## src/rtl/rv32i_pkg.sv

```systemverilog
// Shared RV32I encodings: opcodes, funct3 codes, one-hot ALU indices
// and immediate extraction helpers.
package rv32i_pkg;

    localparam int XLEN = 32;

    localparam logic [6:0] OPC_OPIMM  = 7'b0010011;
    localparam logic [6:0] OPC_OP     = 7'b0110011;
    localparam logic [6:0] OPC_BRANCH = 7'b1100011;

    localparam logic [2:0] F3_ADD  = 3'b000;
    localparam logic [2:0] F3_SLL  = 3'b001;
    localparam logic [2:0] F3_SLT  = 3'b010;
    localparam logic [2:0] F3_SLTU = 3'b011;
    localparam logic [2:0] F3_XOR  = 3'b100;
    localparam logic [2:0] F3_SR   = 3'b101;
    localparam logic [2:0] F3_OR   = 3'b110;
    localparam logic [2:0] F3_AND  = 3'b111;

    localparam logic [2:0] F3_BEQ  = 3'b000;
    localparam logic [2:0] F3_BNE  = 3'b001;
    localparam logic [2:0] F3_BLT  = 3'b100;
    localparam logic [2:0] F3_BGE  = 3'b101;
    localparam logic [2:0] F3_BLTU = 3'b110;
    localparam logic [2:0] F3_BGEU = 3'b111;

    // bit positions inside funct3oh, shared with ALU_unit
    localparam int OH_ADD  = 0;
    localparam int OH_SLL  = 1;
    localparam int OH_SLT  = 2;
    localparam int OH_SLTU = 3;
    localparam int OH_XOR  = 4;
    localparam int OH_SR   = 5;
    localparam int OH_OR   = 6;
    localparam int OH_AND  = 7;

    function automatic logic [7:0] f3_onehot(input logic [2:0] f3);
        return 8'b1 << f3;
    endfunction

    function automatic logic [31:0] i_imm(input logic [31:0] i);
        return {{20{i[31]}}, i[31:20]};
    endfunction

    function automatic logic [31:0] b_imm(input logic [31:0] i);
        return {{19{i[31]}}, i[31], i[7], i[30:25], i[11:8], 1'b0};
    endfunction

endpackage

```

## src/rtl/regfile_2r1w.sv

```systemverilog
// Architectural register file: two combinational read ports, one
// synchronous write port, x0 reads as zero and ignores writes.
module regfile_2r1w #(
    parameter int XLEN  = 32,
    parameter int NREGS = 32,
    parameter int AW    = $clog2(NREGS)
) (
    input  logic            clk,
    input  logic [AW-1:0]   ra1,
    input  logic [AW-1:0]   ra2,
    output logic [XLEN-1:0] rd1,
    output logic [XLEN-1:0] rd2,
    input  logic            we,
    input  logic [AW-1:0]   wa,
    input  logic [XLEN-1:0] wd
);

    logic [XLEN-1:0] mem [NREGS];

    always_ff @(posedge clk) begin
        if (we && wa != '0) begin
            mem[wa] <= wd;
        end
    end

    assign rd1 = (ra1 == '0) ? '0 : mem[ra1];
    assign rd2 = (ra2 == '0) ? '0 : mem[ra2];

endmodule

```

## src/rtl/alu_issue_decode.sv

```systemverilog
// Decode/issue stage feeding the ALU: decodes OP-IMM/OP/BRANCH, reads
// operands with writeback bypass and holds a one-entry output bundle.
module alu_issue_decode
    import rv32i_pkg::*;
#(
    parameter int XLEN  = 32,
    parameter int NREGS = 32
) (
    input  logic            clk,
    input  logic            rst,
    input  logic            in_valid,
    output logic            in_ready,
    input  logic [31:0]     instr,
    input  logic            wb_we,
    input  logic [4:0]      wb_rd,
    input  logic [XLEN-1:0] wb_data,
    output logic            out_valid,
    input  logic            out_ready,
    output logic            isALUimm,
    output logic            isALUreg,
    output logic            isBranch,
    output logic [7:0]      funct3oh,
    output logic [6:0]      funct7,
    output logic [XLEN-1:0] rs1,
    output logic [XLEN-1:0] rs2,
    output logic [XLEN-1:0] imm,
    output logic [4:0]      rd,
    output logic            illegal
);

    logic [6:0]      opc;
    logic [2:0]      f3;
    logic [4:0]      ra1;
    logic [4:0]      ra2;
    logic [XLEN-1:0] rf1;
    logic [XLEN-1:0] rf2;
    logic            wb_hit;
    logic [XLEN-1:0] v1;
    logic [XLEN-1:0] v2;
    logic            accept;

    logic            is_opimm;
    logic            is_op;
    logic            is_br;

    logic            d_imm_f;
    logic            d_reg_f;
    logic            d_br_f;
    logic [7:0]      d_f3oh;
    logic [6:0]      d_f7;
    logic [XLEN-1:0] d_rs2;
    logic [XLEN-1:0] d_imm;
    logic [4:0]      d_rd;
    logic            d_ill;
    logic            d_rs2reg;

    logic [4:0]      ra1_q;
    logic [4:0]      ra2_q;
    logic            rs2reg_q;

    assign opc = instr[6:0];
    assign f3  = instr[14:12];
    assign ra1 = instr[19:15];
    assign ra2 = instr[24:20];

    regfile_2r1w #(
        .XLEN  (XLEN),
        .NREGS (NREGS)
    ) u_rf (
        .clk (clk),
        .ra1 (ra1),
        .ra2 (ra2),
        .rd1 (rf1),
        .rd2 (rf2),
        .we  (wb_we),
        .wa  (wb_rd),
        .wd  (wb_data)
    );

    assign wb_hit   = wb_we && (wb_rd != 5'd0);
    assign v1       = (wb_hit && wb_rd == ra1) ? wb_data : rf1;
    assign v2       = (wb_hit && wb_rd == ra2) ? wb_data : rf2;
    assign in_ready = !rst && (!out_valid || out_ready);
    assign accept   = in_valid && in_ready;

    assign is_opimm = (opc == OPC_OPIMM);
    assign is_op    = (opc == OPC_OP);
    assign is_br    = (opc == OPC_BRANCH)
                   && (f3 != F3_SLT) && (f3 != F3_SLTU);

    always_comb begin
        d_imm_f  = 1'b0;
        d_reg_f  = 1'b0;
        d_br_f   = 1'b0;
        d_f3oh   = 8'd0;
        d_f7     = 7'd0;
        d_rs2    = v2;
        d_imm    = '0;
        d_rd     = 5'd0;
        d_ill    = 1'b0;
        d_rs2reg = 1'b1;
        unique case (1'b1)
            is_opimm: begin
                d_imm_f  = 1'b1;
                d_f3oh   = f3_onehot(f3);
                // only shifts carry funct7 on OP-IMM
                if (f3 == F3_SLL || f3 == F3_SR) begin
                    d_f7 = instr[31:25];
                end
                d_rs2    = i_imm(instr);
                d_imm    = i_imm(instr);
                d_rd     = instr[11:7];
                d_rs2reg = 1'b0;
            end
            is_op: begin
                d_reg_f = 1'b1;
                d_f3oh  = f3_onehot(f3);
                d_f7    = instr[31:25];
                d_rd    = instr[11:7];
            end
            is_br: begin
                d_br_f = 1'b1;
                d_f3oh = f3_onehot(f3);
                d_imm  = b_imm(instr);
            end
            default: begin
                d_ill = 1'b1;
            end
        endcase
    end

    always_ff @(posedge clk) begin
        if (rst) begin
            out_valid <= 1'b0;
            isALUimm  <= 1'b0;
            isALUreg  <= 1'b0;
            isBranch  <= 1'b0;
            funct3oh  <= 8'd0;
            funct7    <= 7'd0;
            rs1       <= '0;
            rs2       <= '0;
            imm       <= '0;
            rd        <= 5'd0;
            illegal   <= 1'b0;
            ra1_q     <= 5'd0;
            ra2_q     <= 5'd0;
            rs2reg_q  <= 1'b0;
        end else if (accept) begin
            out_valid <= 1'b1;
            isALUimm  <= d_imm_f;
            isALUreg  <= d_reg_f;
            isBranch  <= d_br_f;
            funct3oh  <= d_f3oh;
            funct7    <= d_f7;
            rs1       <= v1;
            rs2       <= d_rs2;
            imm       <= d_imm;
            rd        <= d_rd;
            illegal   <= d_ill;
            ra1_q     <= ra1;
            ra2_q     <= ra2;
            rs2reg_q  <= d_rs2reg;
        end else if (out_valid && out_ready) begin
            out_valid <= 1'b0;
        end else if (out_valid && wb_hit) begin
            // stalled bundle tracks late writebacks to its sources
            if (wb_rd == ra1_q) begin
                rs1 <= wb_data;
            end
            if (rs2reg_q && wb_rd == ra2_q) begin
                rs2 <= wb_data;
            end
        end
    end

endmodule

```

## config.mk

```make
export PLATFORM = sky130hd
export DESIGN_NAME = alu_issue_decode
export DESIGN_NICKNAME = d
export VERILOG_FILES = /design/src/rtl/rv32i_pkg.sv /design/src/rtl/regfile_2r1w.sv /design/src/rtl/alu_issue_decode.sv
export SDC_FILE = /design/constraint.sdc
export NUM_CORES = 2
export LEC_CHECK = 0
export CORE_UTILIZATION = 40
export DETAILED_ROUTE_END_ITERATION = 8
export PLACE_DENSITY = 0.55
export SYNTH_ARGS = -nofsm -noshare
export SYNTH_HDL_FRONTEND = slang
export SYNTH_SLANG_ARGS = --single-unit
export TNS_END_PERCENT = 100
```

## constraint.sdc

```tcl
create_clock -name clk -period 8.45 [get_ports clk]
set_input_delay 1.69 -clock clk [delete_from_list [all_inputs] [get_ports clk]]
set_output_delay 1.69 -clock clk [all_outputs]
set_load 0.02 [all_outputs]
```

==> summary.md <==
| Metric | Value |
|---|---|
| Max-Cap Viols | 0 |
| CP Class | in -> reg |
| Sequential area share after synthesis | 63.16% |
| Die ar. | 0.1321 mm² |
| Drt pass-1 iters | 8 |
| Mean area per synthesized cell | 19.22 µm² |
| Total setup buffers inserted after CTS | 0 |
| Vias in the first global route | 31380 |
| Tmin final | 5.001 ns |
| CTS Buffer Depth | 3 |
| Hold-fix buffers, CTS | 0 |
| Share of layout cells above drive strength 1 | 30.51% |
| GR peak layer | met2 |
| Core footprint | 0.1296 mm² |
| Critical path required time | 8.80 ns |
| CTS resizes | 0 |
| Final WL | 171400 µm |
| Post-synthesis cell area | 0.05227 mm² |
| Ports | 196 |
| Area added between synthesis and finish | 15.50% |
| First-pass GRT wire length | 239700 µm |
| Post-synthesis register bit count | 1137 |
| Int Power | 9.790 mW |
| Skew-Pair Late Insertion Delay | 0.72 ns |
| Die Ht | 363.5 µm |
| Power share of the combinational group | 9.3% |
| Synth warn | 0 |
| Fmax | 200.0 MHz |
| Number of buffers added on ports | 195 |
| CTS tree | yes |
| Fillers | 10860 |
| P_sw | 3.011 mW |
| Status | finished clean |
| Slew margin rel. | 12.64% |
| Die W | 363.5 µm |
| Slew Limit Fails | 0 |
| Tot GR Track Use | 25.91% |
| Clock sink count | 1137 |
| Tightest Pin Transition | 1.306 ns |
| Period utilization | 59.18% |
| Most used DFF post-synth | edfxtp_1 |
| Pin count of the biggest net entering global routing | 123 |
| CP arrival | 5.35 ns |
| Clk root buf | clkbuf_16 |
| FFs w/ async S/R, synth | 0% |
| Vias | 31010 |
| Largest fanout on the critical path | 18 |
| GR Util met1 | 36.76% |
| Antenna Nets Post-Route | 0 |
| Leakage | 18.62 nW |
| M2 GR Usage | 40.31% |
| Total grt overflow | 0 |
| Initial Util | 40.31% |
| Row count | 132 |
| Power Total | 12.80 mW |
| Post-synth EDFFs | 1024 |
| Vias/cell | 6.508 |
| Clock power share | 41.5% |
| Antenna Cells | 0 |
| H-tree Lvls | 3 |
| Hold slack | 0.4634 ns |
| Gpl congestion | 0.8466 |
| Setup TNS | 0 ns |
| Clock skew | 0.02168 ns |
| Critical path capture point type | register |
| Nets | 2991 |
| Seq pwr share | 49.3% |
| HP Class | reg -> reg |
| Library cells used by synthesis | 59 |
| Syn Inst Count | 2719 |
| Met3 Use GR | 5.510% |
| CP Launch Type | input pin |
| CTS Buf Count | 121 |
| Final Setup Violations | 0 |
| Final HPWL DP | 96010 µm |
| Final-report hold violation count | 0 |
| Initial antenna violation count | 6 |
| Worst VDD drop | 0.1695 mV |
| Clock-pin transition on the worst setup and hold timing paths | 0.06 ns |
| RSZ-0062 raised after global routing | false |
| DRC | 0 |
| Sw Share | 23.52% |
| Power Dens Cells | 212.0 mW/mm² |
| DRT iter0 DRCs | 4279 |
| Wire length per cell | 35.99 µm |
-- synthesized netlist by cell type (all sizes together), types with 3 or more instances --
master	instances	share of area [%]
a31oi	7	0.096
o41ai	21	0.35
o21ai	13	0.12
a211o	6	0.10
a22oi	113	1.6
o21a	21	0.30
buf	134	1.7
inv	38	0.27
xor2	3	0.050
nand2	30	0.22
a221oi	29	0.49
and2	12	0.14
a21oi	54	0.52
o22ai	39	0.47
mux4	579	25
clkinv	58	0.42
a211oi	19	0.27
dfxtp	113	4.3
a311o	6	0.11
o31ai	8	0.11
nor2b	6	0.072
o2111ai	4	0.079
xnor2	17	0.28
nand4	11	0.13
a221o	32	0.61
nor3	16	0.15
o221ai	6	0.10
nand3	15	0.14
clkbuf	118	0.85
o41a	21	0.45
edfxtp	1024	59
nor2	78	0.56
nor4	8	0.096
mux2i	25	0.48
nand3b	6	0.086
-- power by group through the flow --
stage / Combinational (mW) / Clock, mW / Sequential (mW)
after floorplan: 0.681 / 0 / 6.42
after global placement: 1.18 / 0 / 6.42
after detailed placement: 1.19 / 0 / 6.42
after CTS: 1.19 / 5.40 / 6.31
after global routing: 1.24 / 5.59 / 6.31
final: 1.18 / 5.31 / 6.31
-- final cells by class --
| cell class | count | area (µm²) | share of cell area (%) |
|---|---|---|---|
| inverter | 96 | 360.3 | 0.5969 |
| timing repair buffer | 296 | 2779 | 4.603 |
| clock buffer | 156 | 3303 | 5.471 |
| tap | 1742 | 2180 | 3.610 |
| multi-input combinational | 1265 | 18080 | 29.95 |
| clock inverter | 72 | 654.4 | 1.084 |
| sequential | 1137 | 33010 | 54.68 |
-- kinds of logic (layout without fill, tap and decap cells) --
logic type,count (synthesis),count (layout),synth area share [%]
simple gates,195,195,1.805
mux,604,604,25.43
xor+xnor,20,20,0.3351
flops,1137,1137,63.16
other cells,1,32,0.007175
compound gates,414,414,6.076
buf+inv,348,620,3.191
-- through the flow --
step                setup WS (ns)  util, %  std cells  area [µm²]
floorplan                   4.069        -       2750       52380
global placement            2.937    43.52       4536       56420
detailed placement          2.875    43.52       4536       56420
CTS                         3.624    46.57       4764       60380
global route                3.399    46.57       4764       60370
finish                      3.449    46.57       4764       60370
-- cells in the final DEF, fill, tap and decap left out, drive strengths merged, types with 6 or more instances in the layout --
master,instances
edfxtp,1024
mux4,579
clkdlybuf4s50,186
clkbuf,156
a22oi,113
dfxtp,113
clkinv,113
buf,110
nor2,78
a21oi,54
inv,42
o22ai,39
a221o,32
conb,32
nand2,30
a221oi,29
mux2i,25
o21a,21
o41ai,21
o41a,21
a211oi,19
xnor2,17
nor3,16
nand3,15
o21ai,13
and2,12
nand4,11
bufinv,10
nor4,8
o31ai,8
a31oi,7
nand3b,6
a211o,6
a311o,6
o221ai,6
nor2b,6
-- worst max-delay path: stages --
cell and delay (ns):
clkdlybuf4s50_1 0.76, or3_1 0.55, nand3_1 0.66, nor2_4 1.10, buf_4 0.54
-- worst paths after layout --
| path | start | end | slack, ns | cells past startpoint |
|---|---|---|---|---|
| worst min register to register | isALUimm | isALUimm | 0.46 | 1 |
| worst max-delay path | wb_rd[3] | u_rf.mem[24][8] | 3.45 | 5 |
| worst max register to register | out_valid | funct7[1] | 5.50 | 5 |
| worst min-delay path | isALUimm | isALUimm | 0.46 | 1 |
-- state kept, by name (all words and copies together) (netlist names), 5 cells and up --
signal    count
rs1          32
ra2_q         5
ra1_q         5
funct7        7
rs2          32
rd            5
u_rf.mem   1024
funct3oh      8
imm          13
-- metal layers --
metal  vias to the layer above  wire, µm
met3                       290     17270
met5                         -        26
met1                     16730     69530
met2                      1876     79530
met4                         4      5080
li1                      12110         -
(Power assumes the default switching activity.)
